<file path="config.mk">
export PLATFORM = sky130hd
export DESIGN_NAME = pcpi_issue_ctrl
export DESIGN_NICKNAME = d
export VERILOG_FILES = /design/src/rtl/pcpi_pkg.sv /design/src/rtl/pcpi_timeout_ctr.sv /design/src/rtl/pcpi_issue_ctrl.sv
export SDC_FILE = /design/constraint.sdc
export NUM_CORES = 1
export LEC_CHECK = 0
export ABC_AREA = 1
export BUFFER_PORTS_ARGS = -buffer_cell sky130_fd_sc_hd__buf_2
export CAP_MARGIN = 20
export CORE_MARGIN = 2
export CORE_UTILIZATION = 40
export DETAILED_ROUTE_END_ITERATION = 12
export MAX_ROUTING_LAYER = met4
export PLACE_DENSITY_LB_ADDON = 0.08
export SLEW_MARGIN = 20
export SYNTH_ARGS = -nofsm -noshare
export SYNTH_HDL_FRONTEND = slang
export SYNTH_SLANG_ARGS = --single-unit
</file>
<file path="constraint.sdc">
create_clock -name clk -period 1.15 [get_ports clk]
set_input_delay 0.115 -clock clk [delete_from_list [all_inputs] [get_ports clk]]
set_output_delay 0.115 -clock clk [all_outputs]
set_load 0.01 [all_outputs]
</file>
<file path="src/rtl/pcpi_pkg.sv">
`default_nettype none
// ============================================================================
//  Module      : pcpi_pkg
//  Description : Shared PCPI types: issue FSM states, data width, the
//                response record used by the issue controller and the core
//                writeback mux, and the watchdog counter width helper.
//  Revision    : 1.0 - initial release
// ============================================================================
package pcpi_pkg;

    localparam int PCPI_XLEN = 32;

    typedef enum logic [1:0] {
        ST_IDLE  = 2'd0,
        ST_ISSUE = 2'd1,
        ST_RESP  = 2'd2
    } pcpi_state_e;

    typedef struct packed {
        logic                 wr;
        logic                 trap;
        logic [PCPI_XLEN-1:0] rd;
    } pcpi_rsp_t;

    // Width needed to hold a reload value of n; never narrower than one bit
    function automatic int pcpi_ctr_width(input int n);
        return (n < 1) ? 1 : $clog2(n + 1);
    endfunction

endpackage
`default_nettype wire

</file>
<file path="src/rtl/pcpi_timeout_ctr.sv">
`default_nettype none
// ============================================================================
//  Module      : pcpi_timeout_ctr
//  Description : Loadable down-counter for bus watchdogs. load reloads with
//                RELOAD, dec counts down and saturates at zero, zero flags
//                the expired state.
//  Revision    : 1.0 - initial release
// ============================================================================
module pcpi_timeout_ctr #(
    parameter int RELOAD = 16,
    parameter int WIDTH  = 5
) (
    input  logic clk,
    input  logic resetn,
    input  logic load,
    input  logic dec,
    output logic zero
);

    localparam logic [WIDTH-1:0] C_RELOAD = WIDTH'(RELOAD);
    localparam logic [WIDTH-1:0] C_ONE    = WIDTH'(1);

    logic [WIDTH-1:0] cnt_q;
    logic [WIDTH-1:0] cnt_d;

    // Next count: reload has priority, decrement never wraps below zero
    always_comb begin
        cnt_d = cnt_q;
        if (load) begin
            cnt_d = C_RELOAD;
        end else if (dec && (cnt_q != '0)) begin
            cnt_d = cnt_q - C_ONE;
        end
    end

    // Count register, cleared by reset
    always_ff @(posedge clk) begin
        if (!resetn) begin
            cnt_q <= '0;
        end else begin
            cnt_q <= cnt_d;
        end
    end

    assign zero = (cnt_q == '0);

endmodule
`default_nettype wire

</file>
<file path="src/rtl/pcpi_issue_ctrl.sv">
`default_nettype none
// ============================================================================
//  Module      : pcpi_issue_ctrl
//  Description : Core-side PCPI initiator. Registers one instruction onto the
//                PCPI bus, waits for a responder, and raises an illegal-
//                instruction trap if nobody claims it before the watchdog
//                expires. The result is held until writeback takes it.
//  Revision    : 1.0 - initial release
// ============================================================================
module pcpi_issue_ctrl
    import pcpi_pkg::*;
#(
    parameter int TIMEOUT_CYCLES = 16
) (
    input  logic                 clk,
    input  logic                 resetn,
    input  logic                 req_valid,
    output logic                 req_ready,
    input  logic [PCPI_XLEN-1:0] req_insn,
    input  logic [PCPI_XLEN-1:0] req_rs1,
    input  logic [PCPI_XLEN-1:0] req_rs2,
    output logic                 pcpi_valid,
    output logic [PCPI_XLEN-1:0] pcpi_insn,
    output logic [PCPI_XLEN-1:0] pcpi_rs1,
    output logic [PCPI_XLEN-1:0] pcpi_rs2,
    input  logic                 pcpi_wr,
    input  logic [PCPI_XLEN-1:0] pcpi_rd,
    input  logic                 pcpi_wait,
    input  logic                 pcpi_ready,
    output logic                 rsp_valid,
    input  logic                 rsp_ready,
    output logic                 rsp_wr,
    output logic [PCPI_XLEN-1:0] rsp_rd,
    output logic                 rsp_trap,
    output logic                 busy
);

    localparam int CTR_W = pcpi_ctr_width(TIMEOUT_CYCLES);
    // A zero timeout means wait forever: the watchdog never counts or fires
    localparam bit TO_EN = (TIMEOUT_CYCLES != 0);

    pcpi_state_e          state_q;
    logic [PCPI_XLEN-1:0] insn_q;
    logic [PCPI_XLEN-1:0] rs1_q;
    logic [PCPI_XLEN-1:0] rs2_q;
    pcpi_rsp_t            rsp_q;

    logic ctr_load;
    logic ctr_dec;
    logic ctr_zero;

    // Watchdog control: arm on acceptance, rearm while a responder is busy,
    // otherwise count down unless a result is arriving this cycle
    always_comb begin
        ctr_load = 1'b0;
        ctr_dec  = 1'b0;
        if (state_q == ST_IDLE) begin
            ctr_load = req_valid;
        end else if ((state_q == ST_ISSUE) && !pcpi_ready) begin
            ctr_load = pcpi_wait;
            ctr_dec  = TO_EN && !pcpi_wait;
        end
    end

    pcpi_timeout_ctr #(
        .RELOAD (TIMEOUT_CYCLES),
        .WIDTH  (CTR_W)
    ) u_timeout (
        .clk    (clk),
        .resetn (resetn),
        .load   (ctr_load),
        .dec    (ctr_dec),
        .zero   (ctr_zero)
    );

    // Issue FSM with the bus operand registers and the response buffer
    always_ff @(posedge clk) begin
        if (!resetn) begin
            state_q <= ST_IDLE;
            insn_q  <= '0;
            rs1_q   <= '0;
            rs2_q   <= '0;
            rsp_q   <= '0;
        end else begin
            case (state_q)
                ST_IDLE: begin
                    if (req_valid) begin
                        insn_q  <= req_insn;
                        rs1_q   <= req_rs1;
                        rs2_q   <= req_rs2;
                        state_q <= ST_ISSUE;
                    end
                end
                ST_ISSUE: begin
                    // A result arriving on the expiry cycle beats the trap
                    if (pcpi_ready) begin
                        rsp_q.wr   <= pcpi_wr;
                        rsp_q.trap <= 1'b0;
                        rsp_q.rd   <= pcpi_rd;
                        state_q    <= ST_RESP;
                    end else if (!pcpi_wait && TO_EN && ctr_zero) begin
                        rsp_q.wr   <= 1'b0;
                        rsp_q.trap <= 1'b1;
                        rsp_q.rd   <= '0;
                        state_q    <= ST_RESP;
                    end
                end
                ST_RESP: begin
                    if (rsp_ready) begin
                        state_q <= ST_IDLE;
                    end
                end
                default: begin
                    state_q <= ST_IDLE;
                end
            endcase
        end
    end

    assign req_ready  = (state_q == ST_IDLE);
    assign busy       = (state_q != ST_IDLE);
    assign pcpi_valid = (state_q == ST_ISSUE);
    assign rsp_valid  = (state_q == ST_RESP);
    assign pcpi_insn  = insn_q;
    assign pcpi_rs1   = rs1_q;
    assign pcpi_rs2   = rs2_q;
    assign rsp_wr     = rsp_q.wr;
    assign rsp_trap   = rsp_q.trap;
    assign rsp_rd     = rsp_q.rd;

endmodule
`default_nettype wire
</file>
==> impl_metrics.toml <==
[clocking]
tritoncts = "yes"
htree_num_levels = 4
clock_sinks = 137
cts-buffers-inserted = 17
insertion_delay_ns = 0.42
clockBufferDepth = 2
clk_pin_slew_ns = 0.06
cts-root-buf = "clkbuf_16"

[timing]
fin_crit_ns = 1.431
slew_viol_final = 0
tns_ns = -19.23
fin_skew_ns = 0.008147
period_share_pct = 124.5
grt_setup_unrepaired = "true"
fin_hold_ws_ns = 0.05410
slew_headroom_pct = 80.74
max_freq_mhz = 698.7
setup_viol = 141
tightest_slew_ns = 0.2889
hold_viol_final = 0
fin_ws_ns = -0.2812

[synth]
synth_top_area_share_pct = 56.09
synthCells = 619
syn-num-nets = 755
synth-seq-area-share_pct = 56.09
synth_edf_count = 0
synth_area_leaders = "dfxtp_1 (56%), nor2_1 (15%), o21ai_0 (8.3%), nand2_1 (6.1%), a21oi_1 (4.1%)"
avgSynthCellArea_um2 = 7.899
netlist_area_um2 = 4890
ys_ff_latch = 137
synth_area_leader_cell = "dfxtp_1"
yosysWarnings = 0
synth_cell_types = 23
synth-async-reset-ratio_pct = 0
yosys_most_used_dff = "dfxtp_1"

[power]
pwr_density_cell_nw_per_um2 = 1420
ir_drop_uv = 998.9
power.leakage_nw = 4.312

[floorplanning]
start_util_pct = 40.88
die_x_um = 114.6
rows = 40
die_h_um = 114.6
core_um2 = 11960
die_area_um2 = 13130
ios = 269

[final_layout]
final_nets = 1176
synthToLayoutAreaGrowth_pct = 88.74
n_fill_cell = 793
final_cell_mix = "buf_2 (267), nor2_1 (187), dfxtp_1 (133)"
stdcell_area_um2 = 9229
final_common_cell = "buf_2"
fin_cells = 1200
drive_gt1_share_pct = 42.72

[worst_setup_path]
worstSetupEndpointType = "flop"
worstPathRequired_ns = 1.49
path_cells = "inv_2, ha_4, nand4_1, nand2_2, nand2_8, clkbuf_16, nand2_4, a21oi_2"
critPathKind = "reg -> reg"
cp_slowest_cell = "dfxtp_2"
cp_max_fo = 8
start_kind = "flop"
slowest_delay_ns = 0.33
crit_arrival_ns = 1.77

[place]
portBuffers = 268
dpl-instance-area_um2 = 6476
dp.final_hpwl_um = 9920
gp_congestion = 0.7948
place_inst = 1018

[global_route]
grt_overflow = 0
grt_max_degree = 63
grt_pass1_vias = 5511
track_usage_pct = 25.02
antenna_found_initial = 0
grt_pass1_wl_um = 25220

[outcome]
outcome = "finished with violations"
violations = "setup timing"

[drt]
wl_um = 18870
drt_drc_violations_left = 0
via_count = 5858
drt-initial-drc-count = 333
wl_per_cell_um = 15.73
drtPass1Iterations = 4
avgViaCountPerCell = 4.882
postRouteAntennaNets = 0

[flow_run]
drv_cap = 0

[worst_hold_path]
min_path_type = "in -> reg"
-- what timing repair did --
item                                    4_1_cts  5_1_grt
setup buffers                                 7        2
pin swaps                                     4       32
gates cloned                                  4        7
hold buffers                                130        0
gates resized for setup                      41      170
endpoints found under the setup margin      128      141
hold endpoints to repair                    130        0
-- cells by family after synthesis --
logic type | count (synthesis) | synth area share [%]
AND/OR/NAND/NOR | 289 | 23.36
XOR/XNOR | 2 | 0.3583
adder cells (fa/ha/maj) | 1 | 0.2558
AO/OA/AOI/OAI | 138 | 14.20
buffers and inverters | 52 | 5.732
flip-flops | 137 | 56.09
-- state kept, by name (all words and copies together) (netlist names) --
signal	cells
pcpi_rs1	32
state_q	2
rsp_rd	32
rsp_wr	1
pcpi_insn	32
pcpi_rs2	32
rsp_trap	1
u_timeout.cnt_q	5
-- stage by stage --
stage	setup WS (ns)	total power [mW]	utilization, %
5_1_grt	-0.3321	13.66	77.11
3_5_place_dp	-0.07657	7.242	54.14
2_1_floorplan	-0.02176	6.396	-
3_3_place_gp	-0.02951	7.190	54.14
6_report	-0.2812	13.10	77.15
4_1_cts	-0.1462	12.72	71.54
-- critical path: cells and delay by family (launching register included) --
family / cells / cell delay [ns]
and+or+nand+nor: 4 / 0.45
adders and majority gates: 1 / 0.16
DFF: 1 / 0.33
buffers and inverters: 2 / 0.25
AOI/OAI and AO/OA: 1 / 0.16
-- final cells by class --
class,count,area (um2),area share [%]
inverter,12,63.81,0.6914
timing repair buffer,442,3341,36.20
clock buffer,27,493.0,5.342
antenna,2,5.005,0.05423
multi-input combinational,430,2352,25.49
clock inverter,3,40.04,0.4338
sequential,137,2750,29.80
tap,147,183.9,1.993
-- where the power goes --
part / internal [mW] / leakage, nW / total, mW / switching [mW]
Combinational: 1.37 / 2.92 / 2.74 / 1.37
Sequential: 5.13 / 1.13 / 5.35 / 0.217
Clock: 3.12 / 0.261 / 5.01 / 1.90
-- layer usage --
| metal | vias to the layer above | part of all wire [%] | track usage, % |
|---|---|---|---|
| li1 | 2834 | - | - |
| met4 | 0 | 3.0 | 11.38 |
| met5 | - | 0 | - |
| met1 | 2716 | 38 | 26.97 |
| met3 | 48 | 6.1 | 6.035 |
| met2 | 260 | 53 | 43.47 |
-- cell usage after synthesis (2+ instances only) --
cell	count
buf_2	12
clkbuf_1	16
nor2_4	3
nand2_1	79
inv_2	2
dfxtp_1	137
o21ai_1	16
nor2_1	197
o21ai_0	81
a21oi_1	40
nand2_4	3
buf_4	6
inv_1	9
buf_6	6
nand3_1	4
-- worst paths after layout --
path / startpoint / end / slack [ns] / cells past startpoint
worst max register to register: u_timeout.cnt_q[1]$_SDFFE_PP0P_ / rsp_rd[8]$_SDFFE_PN0P_ / -0.28 / 8
worst max-delay path: u_timeout.cnt_q[1]$_SDFFE_PP0P_ / rsp_rd[8]$_SDFFE_PN0P_ / -0.28 / 8
worst min register to register: pcpi_insn[31]$_SDFFE_PN0P_ / pcpi_insn[31]$_SDFFE_PN0P_ / 0.47 / 2
worst min-delay path: resetn / pcpi_rs1[27]$_SDFFE_PN0P_ / 0.05 / 3
Power figures use the tool's default switching activity.
